`config.mk`:
```
export PLATFORM = sky130hd
export DESIGN_NAME = l2_cache_control_nway_flat
export DESIGN_NICKNAME = d
export VERILOG_FILES = /design/src/rtl/l2_cache_control_nway_if.sv /design/src/rtl/l2_cache_control_nway.sv /design/src/flat_wrapper.sv
export SDC_FILE = /design/constraint.sdc
export NUM_CORES = 1
export LEC_CHECK = 0
export CORE_MARGIN = 1.5
export CORE_UTILIZATION = 35
export CTS_CLUSTER_SIZE = 10
export DETAILED_ROUTE_END_ITERATION = 10
export PLACE_DENSITY = 0.65
export SLEW_MARGIN = 30
export SYNTH_ARGS = -nofsm -noshare
export SYNTH_HDL_FRONTEND = slang
export SYNTH_SLANG_ARGS = --single-unit
```
`constraint.sdc`:
```
create_clock -name clk -period 2.37 [get_ports clk]
set_input_delay 0.474 -clock clk [delete_from_list [all_inputs] [get_ports clk]]
set_output_delay 0.474 -clock clk [all_outputs]
set_load 0.02 [all_outputs]
```
`src/rtl/l2_cache_control_nway_if.sv`:
```
// rtl/l2_cache_control_nway_if.sv - L1/pmem/array handshake bundle for the N-way L2 controller
//
// Purpose: groups every non-clock/reset signal of l2_cache_control_nway.
// master modport: the controller view (drives responses, pmem requests, array strobes).
// slave modport : the environment view (L1 arbiter, physical memory, array datapath).
// Signals:
//   mem_read/mem_write/mem_resp      upstream request strobes and completion
//   flush_req/flush_done             whole-cache write-back flush request / finish pulse
//   pmem_read/pmem_write/pmem_resp   physical memory request and completion
//   match/valid_out/dirty_out        per-way tag compare and state bits of the selected set
//   plru_out/plru_in/plru_load       tree pseudo-LRU bits read / written
//   data_load/tag_load/valid_load/dirty_load, valid_in/dirty_in   one-hot array writes
//   write_array_sel/way_sel/pmem_address_sel/index_sel/flush_index   datapath muxes

interface l2_cache_control_nway_if #(
  parameter int WAYS = 4,
  parameter int SETS = 8
);
  localparam int W = $clog2(WAYS);
  localparam int S = $clog2(SETS);

  logic            mem_read;
  logic            mem_write;
  logic            mem_resp;
  logic            flush_req;
  logic            flush_done;
  logic            pmem_read;
  logic            pmem_write;
  logic            pmem_resp;
  logic [WAYS-1:0] match;
  logic [WAYS-1:0] valid_out;
  logic [WAYS-1:0] dirty_out;
  logic [WAYS-2:0] plru_out;
  logic [WAYS-2:0] plru_in;
  logic            plru_load;
  logic [WAYS-1:0] data_load;
  logic [WAYS-1:0] tag_load;
  logic [WAYS-1:0] valid_load;
  logic [WAYS-1:0] dirty_load;
  logic            valid_in;
  logic            dirty_in;
  logic            write_array_sel;
  logic [W-1:0]    way_sel;
  logic            pmem_address_sel;
  logic            index_sel;
  logic [S-1:0]    flush_index;

  modport master (
    input  mem_read, mem_write, flush_req, pmem_resp,
    input  match, valid_out, dirty_out, plru_out,
    output mem_resp, flush_done, pmem_read, pmem_write,
    output plru_in, plru_load, data_load, tag_load, valid_load, dirty_load,
    output valid_in, dirty_in, write_array_sel, way_sel, pmem_address_sel,
    output index_sel, flush_index
  );

  modport slave (
    output mem_read, mem_write, flush_req, pmem_resp,
    output match, valid_out, dirty_out, plru_out,
    input  mem_resp, flush_done, pmem_read, pmem_write,
    input  plru_in, plru_load, data_load, tag_load, valid_load, dirty_load,
    input  valid_in, dirty_in, write_array_sel, way_sel, pmem_address_sel,
    input  index_sel, flush_index
  );
endinterface

```
`src/rtl/l2_cache_control_nway.sv`:
```
// rtl/l2_cache_control_nway.sv - WAYS-way SETS-set L2 cache controller FSM with flush walker
//
// Purpose: sequences hits, write-back/fill misses and a whole-cache dirty-line
// flush for a set-associative L2 datapath with tree pseudo-LRU replacement.
// Ports:
//   clk    clock, all state updates on the rising edge
//   rst_n  synchronous active-low reset
//   bus    l2_cache_control_nway_if.master (requests, pmem handshake, array strobes)
// Outputs are a combinational decode of state and the same-cycle array lookup,
// which is what lets a hit answer in the cycle its request is seen.

module l2_cache_control_nway #(
  parameter int WAYS = 4,
  parameter int SETS = 8
) (
  input  logic clk,
  input  logic rst_n,
  l2_cache_control_nway_if.master bus
);
  localparam int W  = $clog2(WAYS);
  localparam int S  = $clog2(SETS);
  localparam int NW = (WAYS > 2) ? $clog2(WAYS - 1) : 1;

  typedef enum logic [2:0] {
    COMPARE,
    WRITEBACK,
    FILL,
    FLUSH_CHECK,
    FLUSH_WB
  } state_t;

  state_t       r_state;
  logic [W-1:0] r_victim;
  logic [W-1:0] r_flush_way;
  logic [S-1:0] r_flush_index;

  logic            w_req;
  logic [WAYS-1:0] w_hit_vec;
  logic            w_hit;
  logic [W-1:0]    w_hit_way;
  logic            w_any_inv;
  logic [W-1:0]    w_inv_way;
  logic [W-1:0]    w_victim;
  logic            w_victim_dirty;
  logic            w_flush_dirty;
  logic            w_flush_last;
  logic            w_flush_adv;

  // Walk root to leaf; a 0 bit means the victim lies in the left subtree.
  function automatic logic [W-1:0] plru_victim(input logic [WAYS-2:0] bits);
    logic [NW-1:0] node;
    logic [W-1:0]  way;
    logic          b;
    node = '0;
    way  = '0;
    for (int l = 0; l < W; l++) begin
      b      = bits[node];
      way    = way << 1;
      way[0] = b;
      node   = NW'((int'(node) << 1) + (b ? 2 : 1));
    end
    return way;
  endfunction

  // Point every node on way w's path away from w; off-path nodes keep their value.
  function automatic logic [WAYS-2:0] plru_update(input logic [WAYS-2:0] bits,
                                                  input logic [W-1:0] w);
    logic [NW-1:0]   node;
    logic [W-1:0]    tw;
    logic [WAYS-2:0] res;
    logic            b;
    node = '0;
    tw   = w;
    res  = bits;
    for (int l = 0; l < W; l++) begin
      b         = tw[W-1];
      tw        = tw << 1;
      res[node] = ~b;
      node      = NW'((int'(node) << 1) + (b ? 2 : 1));
    end
    return res;
  endfunction

  assign w_req     = bus.mem_read | bus.mem_write;
  assign w_hit_vec = bus.match & bus.valid_out;
  assign w_hit     = |w_hit_vec;
  assign w_any_inv = ~&bus.valid_out;

  // Descending scan so the lowest matching index is the one that sticks.
  always_comb begin
    w_hit_way = '0;
    w_inv_way = '0;
    for (int i = WAYS - 1; i >= 0; i--) begin
      if (w_hit_vec[i])     w_hit_way = W'(i);
      if (!bus.valid_out[i]) w_inv_way = W'(i);
    end
  end

  assign w_victim       = w_any_inv ? w_inv_way : plru_victim(bus.plru_out);
  assign w_victim_dirty = bus.valid_out[w_victim] & bus.dirty_out[w_victim];

  assign w_flush_dirty = bus.valid_out[r_flush_way] & bus.dirty_out[r_flush_way];
  assign w_flush_last  = (r_flush_index == S'(SETS - 1)) && (r_flush_way == W'(WAYS - 1));
  assign w_flush_adv   = ((r_state == FLUSH_CHECK) && !w_flush_dirty) ||
                         ((r_state == FLUSH_WB) && bus.pmem_resp);

  assign bus.flush_index = r_flush_index;

  always_ff @(posedge clk) begin
    if (!rst_n) begin
      r_state       <= COMPARE;
      r_victim      <= '0;
      r_flush_way   <= '0;
      r_flush_index <= '0;
    end else begin
      case (r_state)
        COMPARE: begin
          if (w_req) begin
            if (!w_hit) begin
              r_victim <= w_victim;
              r_state  <= w_victim_dirty ? WRITEBACK : FILL;
            end
          end else if (bus.flush_req) begin
            r_state <= FLUSH_CHECK;
          end
        end
        WRITEBACK:   if (bus.pmem_resp) r_state <= FILL;
        FILL:        if (bus.pmem_resp) r_state <= COMPARE;
        FLUSH_CHECK: if (w_flush_dirty) r_state <= FLUSH_WB;
        FLUSH_WB:    ;
        default:     r_state <= COMPARE;
      endcase

      if (w_flush_adv) begin
        if (w_flush_last) begin
          r_flush_way   <= '0;
          r_flush_index <= '0;
          r_state       <= COMPARE;
        end else begin
          r_flush_way <= r_flush_way + 1'b1;
          if (r_flush_way == W'(WAYS - 1)) r_flush_index <= r_flush_index + 1'b1;
          r_state <= FLUSH_CHECK;
        end
      end
    end
  end

  // Gated by rst_n so no array strobe or pmem request escapes during the reset cycle.
  always_comb begin
    bus.mem_resp         = 1'b0;
    bus.flush_done       = 1'b0;
    bus.pmem_read        = 1'b0;
    bus.pmem_write       = 1'b0;
    bus.plru_in          = '0;
    bus.plru_load        = 1'b0;
    bus.data_load        = '0;
    bus.tag_load         = '0;
    bus.valid_load       = '0;
    bus.dirty_load       = '0;
    bus.valid_in         = 1'b0;
    bus.dirty_in         = 1'b0;
    bus.write_array_sel  = 1'b0;
    bus.way_sel          = '0;
    bus.pmem_address_sel = 1'b0;
    bus.index_sel        = 1'b0;
    if (rst_n) begin
      case (r_state)
        COMPARE: begin
          if (w_req && w_hit) begin
            bus.mem_resp  = 1'b1;
            bus.way_sel   = w_hit_way;
            bus.plru_load = 1'b1;
            bus.plru_in   = plru_update(bus.plru_out, w_hit_way);
            if (bus.mem_write) begin
              bus.data_load  = WAYS'(1) << w_hit_way;
              bus.dirty_load = WAYS'(1) << w_hit_way;
              bus.dirty_in   = 1'b1;
            end
          end
        end
        WRITEBACK: begin
          bus.pmem_write       = 1'b1;
          bus.pmem_address_sel = 1'b1;
          bus.way_sel          = r_victim;
        end
        FILL: begin
          bus.pmem_read = 1'b1;
          if (bus.pmem_resp) begin
            bus.tag_load        = WAYS'(1) << r_victim;
            bus.data_load       = WAYS'(1) << r_victim;
            bus.valid_load      = WAYS'(1) << r_victim;
            bus.dirty_load      = WAYS'(1) << r_victim;
            bus.valid_in        = 1'b1;
            bus.write_array_sel = 1'b1;
            bus.plru_load       = 1'b1;
            bus.plru_in         = plru_update(bus.plru_out, r_victim);
          end
        end
        FLUSH_CHECK: begin
          bus.index_sel  = 1'b1;
          bus.flush_done = !w_flush_dirty && w_flush_last;
        end
        FLUSH_WB: begin
          bus.index_sel        = 1'b1;
          bus.pmem_write       = 1'b1;
          bus.pmem_address_sel = 1'b1;
          bus.way_sel          = r_flush_way;
          if (bus.pmem_resp) begin
            bus.dirty_load = WAYS'(1) << r_flush_way;
            bus.flush_done = w_flush_last;
          end
        end
        default: ;
      endcase
    end
  end
endmodule
```
`src/flat_wrapper.sv`:
```
// flat-port wrapper written by rule: the top's interface ports become plain ports
module l2_cache_control_nway_flat 
#(
  parameter int WAYS = 4,
  parameter int SETS = 8
)
  (clk, rst_n, bus_mem_read, bus_mem_write, bus_flush_req, bus_pmem_resp, bus_match, bus_valid_out, bus_dirty_out, bus_plru_out, bus_mem_resp, bus_flush_done, bus_pmem_read, bus_pmem_write, bus_plru_in, bus_plru_load, bus_data_load, bus_tag_load, bus_valid_load, bus_dirty_load, bus_valid_in, bus_dirty_in, bus_write_array_sel, bus_way_sel, bus_pmem_address_sel, bus_index_sel, bus_flush_index);
  l2_cache_control_nway_if #(.WAYS(WAYS), .SETS(SETS)) bus_i ();
  input  logic clk;
  input  logic rst_n;
  input wire logic [$bits(bus_i.mem_read)-1:0] bus_mem_read;
  input wire logic [$bits(bus_i.mem_write)-1:0] bus_mem_write;
  input wire logic [$bits(bus_i.flush_req)-1:0] bus_flush_req;
  input wire logic [$bits(bus_i.pmem_resp)-1:0] bus_pmem_resp;
  input wire logic [$bits(bus_i.match)-1:0] bus_match;
  input wire logic [$bits(bus_i.valid_out)-1:0] bus_valid_out;
  input wire logic [$bits(bus_i.dirty_out)-1:0] bus_dirty_out;
  input wire logic [$bits(bus_i.plru_out)-1:0] bus_plru_out;
  output wire logic [$bits(bus_i.mem_resp)-1:0] bus_mem_resp;
  output wire logic [$bits(bus_i.flush_done)-1:0] bus_flush_done;
  output wire logic [$bits(bus_i.pmem_read)-1:0] bus_pmem_read;
  output wire logic [$bits(bus_i.pmem_write)-1:0] bus_pmem_write;
  output wire logic [$bits(bus_i.plru_in)-1:0] bus_plru_in;
  output wire logic [$bits(bus_i.plru_load)-1:0] bus_plru_load;
  output wire logic [$bits(bus_i.data_load)-1:0] bus_data_load;
  output wire logic [$bits(bus_i.tag_load)-1:0] bus_tag_load;
  output wire logic [$bits(bus_i.valid_load)-1:0] bus_valid_load;
  output wire logic [$bits(bus_i.dirty_load)-1:0] bus_dirty_load;
  output wire logic [$bits(bus_i.valid_in)-1:0] bus_valid_in;
  output wire logic [$bits(bus_i.dirty_in)-1:0] bus_dirty_in;
  output wire logic [$bits(bus_i.write_array_sel)-1:0] bus_write_array_sel;
  output wire logic [$bits(bus_i.way_sel)-1:0] bus_way_sel;
  output wire logic [$bits(bus_i.pmem_address_sel)-1:0] bus_pmem_address_sel;
  output wire logic [$bits(bus_i.index_sel)-1:0] bus_index_sel;
  output wire logic [$bits(bus_i.flush_index)-1:0] bus_flush_index;
  assign bus_i.mem_read = bus_mem_read;
  assign bus_i.mem_write = bus_mem_write;
  assign bus_i.flush_req = bus_flush_req;
  assign bus_i.pmem_resp = bus_pmem_resp;
  assign bus_i.match = bus_match;
  assign bus_i.valid_out = bus_valid_out;
  assign bus_i.dirty_out = bus_dirty_out;
  assign bus_i.plru_out = bus_plru_out;
  assign bus_mem_resp = bus_i.mem_resp;
  assign bus_flush_done = bus_i.flush_done;
  assign bus_pmem_read = bus_i.pmem_read;
  assign bus_pmem_write = bus_i.pmem_write;
  assign bus_plru_in = bus_i.plru_in;
  assign bus_plru_load = bus_i.plru_load;
  assign bus_data_load = bus_i.data_load;
  assign bus_tag_load = bus_i.tag_load;
  assign bus_valid_load = bus_i.valid_load;
  assign bus_dirty_load = bus_i.dirty_load;
  assign bus_valid_in = bus_i.valid_in;
  assign bus_dirty_in = bus_i.dirty_in;
  assign bus_write_array_sel = bus_i.write_array_sel;
  assign bus_way_sel = bus_i.way_sel;
  assign bus_pmem_address_sel = bus_i.pmem_address_sel;
  assign bus_index_sel = bus_i.index_sel;
  assign bus_flush_index = bus_i.flush_index;
  l2_cache_control_nway #(.WAYS(WAYS), .SETS(SETS)) u_core (.clk(clk), .rst_n(rst_n), .bus(bus_i));
endmodule
```
Yosys cells after proc, flatten, opt, wreduce, memory -nomap -nowiden. Cells that the tools add are included.

Register bits: 10. Input bits: 21. Output and inout bits: 34.

Add/sub/neg operators: 2. $lt $le $gt $ge: 7. Eq/ne operators: 12. Shifts and indexed selects: 3. Muxes and demuxes: 79. Bitwise logic cells: 9. Reduce and logical (&&, ||, !) cells: 18.

Operators by type and width (number): 3-bit 2-to-1 mux (12); 2-bit 2-to-1 mux (17); 4-bit 2-to-1 mux (8); 1-bit 2-to-1 mux (26); 2-bit by 3-bit < comparator with 1-bit output (second input constant) (5); 3-bit one-hot mux with 5 select lines (1); 4-bit one-hot mux with 3 select lines (1); 1-bit by 2-bit << shifter with 4-bit output (first input constant) (3); 1-bit binary-select mux with 2-bit select (5); 4-bit one-hot mux with 2 select lines (1); 1-bit logical AND (7); 3-bit bitwise mux (2); 3-bit by 2-bit equality test with 1-bit output (second input constant) (2); 3-bit equality test (second input constant) (2); 3-bit by 2-bit != test with 1-bit output (second input constant) (2); 2-bit one-hot mux with 3 select lines (1); 3-bit one-hot mux with 2 select lines (1); 6-bit AND reduction (1); 1-bit inverter (5); 4-bit AND (1); 1-bit demux with 2-bit select (2); 2-bit by 1-bit >= comparator with 1-bit output (second input constant) (2); 4-bit by 2-bit != test with 1-bit output (second input constant) (1); 4-bit != test (second input constant) (1); 18 further kinds (21).

Depth between registers and ports, before layout.
Depth after elaboration: 14. Depth in mapped cells: 7. Mapped depth without buffers: 6.

Worst setup path before layout. Ideal clock, no wire load.

Path type: register to output. Start: register u_core.r_state[1]. End: output port bus_dirty_load[3]. Arrival: 1.851 ns. Data required time: 1.896 ns. Slack: 0.045 ns. Cell stages (with the launch flop): 8. Path through: dfxtp_1 buf_2 nor3_1 nand2_1 nor2_1 nand2_1 o2bb2a_2 a21oi_1.

Cells in the longest elaborated chain, start to end: 3.

Ends and longest elaborated chain: start: declaration (line l2_cache_control_nway.sv:32) `state_t r_state;`; start signal: assignment (line l2_cache_control_nway.sv:121) `r_state <= w_victim_dirty ? WRITEBACK : FILL;`; 3-bit equality test, or another cell as far along (line l2_cache_control_nway.sv:167) `case (r_state)`; 4-bit one-hot mux with 3 select lines (*) (line l2_cache_control_nway.sv:167); 4-bit 2-to-1 mux (*) (line l2_cache_control_nway.sv:166) `if (rst_n) begin`; end: declaration (line flat_wrapper.sv:28) `output wire logic [$bits(bus_i.dirty_load)-1:0] bus_dirty_load;`.

Every way passes the cells marked *; elsewhere a longest branch is shown, timed or not.

Final worst setup path.
Start: input port bus_mem_read. End: output port bus_way_sel[1].

Cells in the longest elaborated chain, start to end: 5.

Ends and longest elaborated chain: start: declaration (line flat_wrapper.sv:11) `input wire logic [$bits(bus_i.mem_read)-1:0] bus_mem_read;`; 1-bit OR (line l2_cache_control_nway.sv:84) `assign w_req = bus.mem_read | bus.mem_write;`; 1-bit logical AND (line l2_cache_control_nway.sv:169) `if (w_req && w_hit) begin`; 2-bit 2-to-1 mux (line l2_cache_control_nway.sv:169); 2-bit one-hot mux with 3 select lines (line l2_cache_control_nway.sv:167); 2-bit 2-to-1 mux (line l2_cache_control_nway.sv:166); end: declaration (line flat_wrapper.sv:32) `output wire logic [$bits(bus_i.way_sel)-1:0] bus_way_sel;`.

Every way passes these cells.

==> results.md <==
* Num CTS Buffers at 3
* Multi-input logic area at 1070 sq um
* PD cells at 542 nW/um^2
* Area delta synth->final at 79.4%
* Nature of the critical path endpoint: output pin
* CTS Root Cell: clkbuf_4
* First-iteration detailed-routing DRC count at 60
* Routed len/inst at 14.0 um
* Global route overflow at 0
* Synth area leader: dfxtp_1
* Largest net degree at the start of global routing at 14
* I/O pin cnt at 55
* Die height at 61.9 um
* FF+latch area at 201 sq um
* Slew headroom at 0.626
* Core area at 3340 sq um
* Synth cell types at 43
* TritonRoute pass-1 iters at 4
* Fill count at 313
* Endpoints failing hold at 0
* Layout cells sized above 1 at 0.406
* Crit path max fanout at 4
* Crit Path Class: primary input to output pin
* Number of port buffers at 54
* Hold Crit Depth at 2
* Initial antenna violation count at 0
* Post-synth top area share at 0.165
* Synth cell count leaders: nand2_1 (24), nor2_1 (20), a21oi_1 (18), dfxtp_1 (10), nor2b_1 (9)
* Ys async rst share at 0
* First-pass GRT wire length at 6730 um
* Adder-Cell Fraction of Synth Area at 0.0722
* Area of the mapped netlist at 1210 sq um
* Top FF cell, synth: dfxtp_1
* Final Cell Area at 2180 sq um
* Setup crit start kind: primary input
* Worst slew pin tran at 0.559 ns
* DIE AREA at 3830 sq um
* Syn nets at 202
* Peak Freq at 435 MHz
* Via count at 1617
* Crit path required time at 1.90 ns
* Post-DRT Antenna Nets at 0
* R2R Path Start: u_core.r_state[0]
* Final worst-path cycle share at 0.969
* FF-to-FF End: u_core.bus.flush_index[0]
* Post-synthesis sequential area ratio at 0.165
* Mux share of post-synthesis cell area at 0.0773
* Met3 wire length at 184 um
* Dpl cell area at 2040 sq um
* P_leak at 1.04 nW
* Minimum clock period at 2.30 ns
* Initial Util at 0.364
* Die X at 61.9 um
* Cells after Synth at 174
* Total met2 wirelength after detailed routing at 2260 um
* Complex-gate fraction of the synthesized area at 0.259
* Uppermost routed layer: met4
* Routability cong. at 0.845
* Max Slew Vio Count at 0
* Clk sinks at 10
* Largest family of logic cells by synthesized area: simple AND/OR/NAND/NOR gates
* Clock skew at 0.00323 ns
* Most common cell in the netlist: nand2_1
* Peak VDD IR at 0.000360 V
* Flop2flop setup slack at 0.54 ns
* Vias in the first global route at 1502
* CTS tree: yes
* Hold_sp: u_core.bus.flush_index[1]
* Syn_area_per_cell at 6.98 sq um
* Hold Path End: u_core.bus.flush_index[1]
* Diode count at 0
* Reg2Reg Depth at 8
* Post-synth EDFFs at 0
* Synth Area in Simple Gates at 0.325
* Flops & latches, synth at 10
* Clock slew at reported path FFs at 0.07 ns
* Routed WL at 4300 um
* MaxCap Viol Count at 0
* Max clock buf depth at 2
* Nets at 290
* Final setup fails at 0
* Dpl hpwl at 3340 um
* Hold Path Class: register to register
* DRC at 0
* Wire length on met1 at 1830 um
* Top post-synthesis cells by area: dfxtp_1 (16%), a21oi_1 (7.4%), nand2_1 (7.4%), ha_1 (7.2%), nor2_1 (6.2%)
* Status: completed
* Total track usage at 0.232
* Synth Warn # at 0
* Arrival @ worst endpoint at 1.82 ns
* CTS H-Tree Depth at 1
* Synth Area in XOR/XNOR at 0.0144
* Row count at 21
* Overall Power at 0.00118 W
* Via-per-instance ratio at 5.27
* Clock latency at the later pin of the worst-skew pair at 0.27 ns
-- flip-flops by register name, summed over array words and instances (netlist names) --
name                    flops
u_core.bus.flush_index      3
u_core.r_flush_way          2
u_core.r_state              3
u_core.r_victim             2
-- repair_timing --
action	CTS	global route
resized for setup	141	27
hold buffers	0	0
endpoints found under the hold margin	0	0
setup endpoints to repair	31	22
buffers inserted	1	1
pin swaps	7	7
-- power by group --
group / switching [W] / internal (W)
logic: 0.000427 / 0.000385
registers: 0.0000262 / 0.000186
clock network: 0.0000637 / 0.0000933
-- cell families (layout without fill, tap and decap cells) --
| kind of cell | Yosys count | count (layout) |
|---|---|---|
| xor+xnor | 2 | 2 |
| fa+ha+maj | 7 | 7 |
| flops | 10 | 10 |
| buf+inv | 21 | 108 |
| mux | 8 | 8 |
| compound gates | 45 | 45 |
| simple gates | 81 | 81 |
-- metrics by stage --
stage          worst slack (ns)  setup TNS, ns  std cells  hold WS [ns]   util
2_1_floorplan            0.0452              0        174         0.516      -
3_3_place_gp             -0.651         -12.56        301         0.526  0.610
3_5_place_dp             -0.659         -12.95        301         0.556  0.610
4_1_cts                 -0.0209        -0.0416        306         0.570  0.627
5_1_grt                 -0.0117        -0.0117        307         0.603  0.652
6_report                 0.0735              0        307         0.560  0.652
-- worst max-delay path: stages --
cell and delay, ns:
dlygate4sd2_1 0.25, or2_4 0.27, nand2_4 0.10, nor3_2 0.05, buf_4 0.14, a21oi_1 0.11, o22ai_1 0.09, and3_1 0.18
buf_4 0.15
-- metal layers --
layer  vias to the layer above  global-route usage
li1                        791                   -
met1                       767               0.292
met2                        53               0.426
met3                         6              0.0228
met4                         0              0.0517
met5                         -                   0
-- cell type report --
class | instances | share of cell area
clock buffers | 4 | 0.0167
inverters | 8 | 0.0138
multi-input cells | 143 | 0.492
flip-flops and latches | 10 | 0.0925
well taps | 46 | 0.0264
repair buffers | 96 | 0.359
-- how the worst max path moves through the flow --
stage	slack, ns	to	cells past startpoint	from
after global placement	-0.65	bus_flush_done	7	bus_valid_out[0]
after global routing	-0.01	bus_dirty_load[1]	7	u_core.r_state[2]
after detailed placement	-0.66	bus_way_sel[0]	8	bus_valid_out[2]
after floorplan	0.05	bus_dirty_load[3]	7	u_core.r_state[1]
final	0.07	bus_way_sel[1]	9	bus_mem_read
after CTS	-0.02	bus_dirty_load[3]	7	bus_pmem_resp
-- cells in the final DEF (no fill, tap or decap), types with 6 or more instances in the layout --
cell	instances
buf_4	49
a21oi_2	6
mux2i_1	6
inv_1	7
a21oi_1	11
dlygate4sd2_1	15
dfxtp_1	9
nor2_1	17
and3_1	8
nand2_1	20
clkdlybuf4s50_1	8
buf_2	7
nor2b_1	8
clkdlybuf4s15_2	6
o21ai_0	6
ha_1	7
Note: power is estimated with default switching activity, not from simulation.
==> edit (same settings) <==
`WAYS` is set to 4 in 3 places; all go to 8.
--- a/src/rtl/l2_cache_control_nway_if.sv
+++ b/src/rtl/l2_cache_control_nway_if.sv
@@ -13,7 +13,7 @@
 //   write_array_sel/way_sel/pmem_address_sel/index_sel/flush_index   datapath muxes
 
 interface l2_cache_control_nway_if #(
-  parameter int WAYS = 4,
+  parameter int WAYS = 8,
   parameter int SETS = 8
 );
   localparam int W = $clog2(WAYS);
--- a/src/rtl/l2_cache_control_nway.sv
+++ b/src/rtl/l2_cache_control_nway.sv
@@ -10,7 +10,7 @@
 // which is what lets a hit answer in the cycle its request is seen.
 
 module l2_cache_control_nway #(
-  parameter int WAYS = 4,
+  parameter int WAYS = 8,
   parameter int SETS = 8
 ) (
   input  logic clk,
--- a/src/flat_wrapper.sv
+++ b/src/flat_wrapper.sv
@@ -1,7 +1,7 @@
 // flat-port wrapper written by rule: the top's interface ports become plain ports
 module l2_cache_control_nway_flat 
 #(
-  parameter int WAYS = 4,
+  parameter int WAYS = 8,
   parameter int SETS = 8
 )
   (clk, rst_n, bus_mem_read, bus_mem_write, bus_flush_req, bus_pmem_resp, bus_match, bus_valid_out, bus_dirty_out, bus_plru_out, bus_mem_resp, bus_flush_done, bus_pmem_read, bus_pmem_write, bus_plru_in, bus_plru_load, bus_data_load, bus_tag_load, bus_valid_load, bus_dirty_load, bus_valid_in, bus_dirty_in, bus_write_array_sel, bus_way_sel, bus_pmem_address_sel, bus_index_sel, bus_flush_index);
Interface: changed (10 resized); port bits go from 55 to 92. The function was not compared with the original's and may differ.
==> edit against the unedited design <==
- the run now ends with negative setup slack left
- sequential cell count increased by 2
- critical path depth increased by 3
- worst setup slack got worse by 0.51 ns
- design area increased by 99%
- total power increased by 40%
- synthesized area increased by 80%
- wire length increased by 130%
- worst hold slack got worse by 0.051 ns
- core utilization increased by 7.5 points
- sequential share of layout area decreased by 3.7 points
- largest cell class unchanged
==> edit: results <==
[grt]
grt_max_degree = 17
first_global_vias = 2985
grt_use_met1_pct = 33.5
use_met3_pct = 1.44
grt_use_met2_pct = 46.5
track_usage_pct = 26.2
grt_first_pass_wirelength_um = 13800
antenna_found_initial = 0

[logic_synthesis]
yosysSeqAreaShare_pct = 11.0
synth.top_cells.by_count = "nand2_1, nor2_1, a21oi_1, ha_1, inv_1"
netlist-cell-type-count = 49
synth_nets = 387
synthTopCellsByArea = "dfxtp_1, ha_1, nand2_1, nor2_1, mux2i_1"
synthCells = 331

[worst_setup_path]
crit_family = "compound AO/OA/AOI/OAI gates"
worstPathArrival_ns = 2.33
slowest_delay_ns = 0.36
cp_max_fo = 3
crit_slowest_cell = "a221o_1"

[placed_design]
gp_congestion = 0.878
port_buffers = 91
dp_cells = 552
dp_hpwl_um = 6570

[routing]
firstDrtPassIters = 5
wl_per_cell_um = 17.2
wl_met1_um = 3980
route.met2.wl_um = 5070
vias_per_cell = 5.52
met3RoutedLength_um = 583
drt-initial-drc-count = 204

[timing]
setup_violations = 27
finalClockSkew_ns = 0.00390
relSlewSlack_pct = 61.5
fin_ws_ns = -0.434

[finish]
fin_nets = 569
final_cells = 587
insertedDiodeCount = 0
nFillCells = 448

[cts]
insertion_delay_ns = 0.24
cts.root.buffer_cell = "clkbuf_8"
post_cts_buffers = 19
cts_resized = 362

[pwr]
ir_drop_mv = 0.294
p_leak_nw = 2.08

[run_status]
outcome = "finished, violations left"
violations = "negative setup slack"
-- edit: layout make-up --
type,instances,share of cell area [%]
inverter,19,1.82
multi-input combinational,277,51.0
clock buffer,4,1.27
timing repair buffer,200,38.2
sequential,12,5.55
tap,75,2.17
-- edit: metrics by stage --
| stage | area (um2) | worst slack (ns) | TNS [ns] |
|---|---|---|---|
| final | 4330 | -0.434 | -5.27 |
| after global routing | 4330 | -0.489 | -6.70 |
| after CTS | 3980 | -0.335 | -2.36 |
| after detailed placement | 3720 | -1.21 | -39.83 |
| after global placement | 3720 | -1.17 | -38.29 |
| after floorplan | 2280 | -0.201 | -0.335 |
-- edit: final timing paths --
| kind | from | end | slack [ns] |
|---|---|---|---|
| setup / recovery | bus_valid_out[1] | bus_plru_in[1] | -0.43 |
| hold reg to reg | u_core.bus.flush_index[0] | u_core.bus.flush_index[0] | 0.51 |
| setup reg to reg | u_core.r_flush_way[0] | u_core.r_state[0] | 0.32 |
| hold / removal | u_core.bus.flush_index[0] | u_core.bus.flush_index[0] | 0.51 |
-- edit: kinds of logic after synthesis --
family | Yosys count | synth area share (%)
flip-flops | 12 | 11.0
AO/OA/AOI/OAI | 84 | 26.8
multiplexers | 16 | 8.72
AND/OR/NAND/NOR | 158 | 32.9
adder cells (fa/ha/maj) | 19 | 10.9
buffers and inverters | 42 | 9.69
-- edit: worst reg2reg max path: cells and delay by family, from the launching register on --
family	cells	cell delay, ns
flip-flops	1	0.32
buffers and inverters	2	0.33
AO/OA/AOI/OAI	4	0.58
multiplexers	2	0.73
-- edit: power breakdown --
group / switching, W / total (W) / internal [W]
clock network: 0.0000847 / 0.000232 / 0.000147
registers: 0.0000104 / 0.000224 / 0.000213
logic: 0.000615 / 0.00120 / 0.000583
total: 0.000711 / 0.00165 / 0.000943
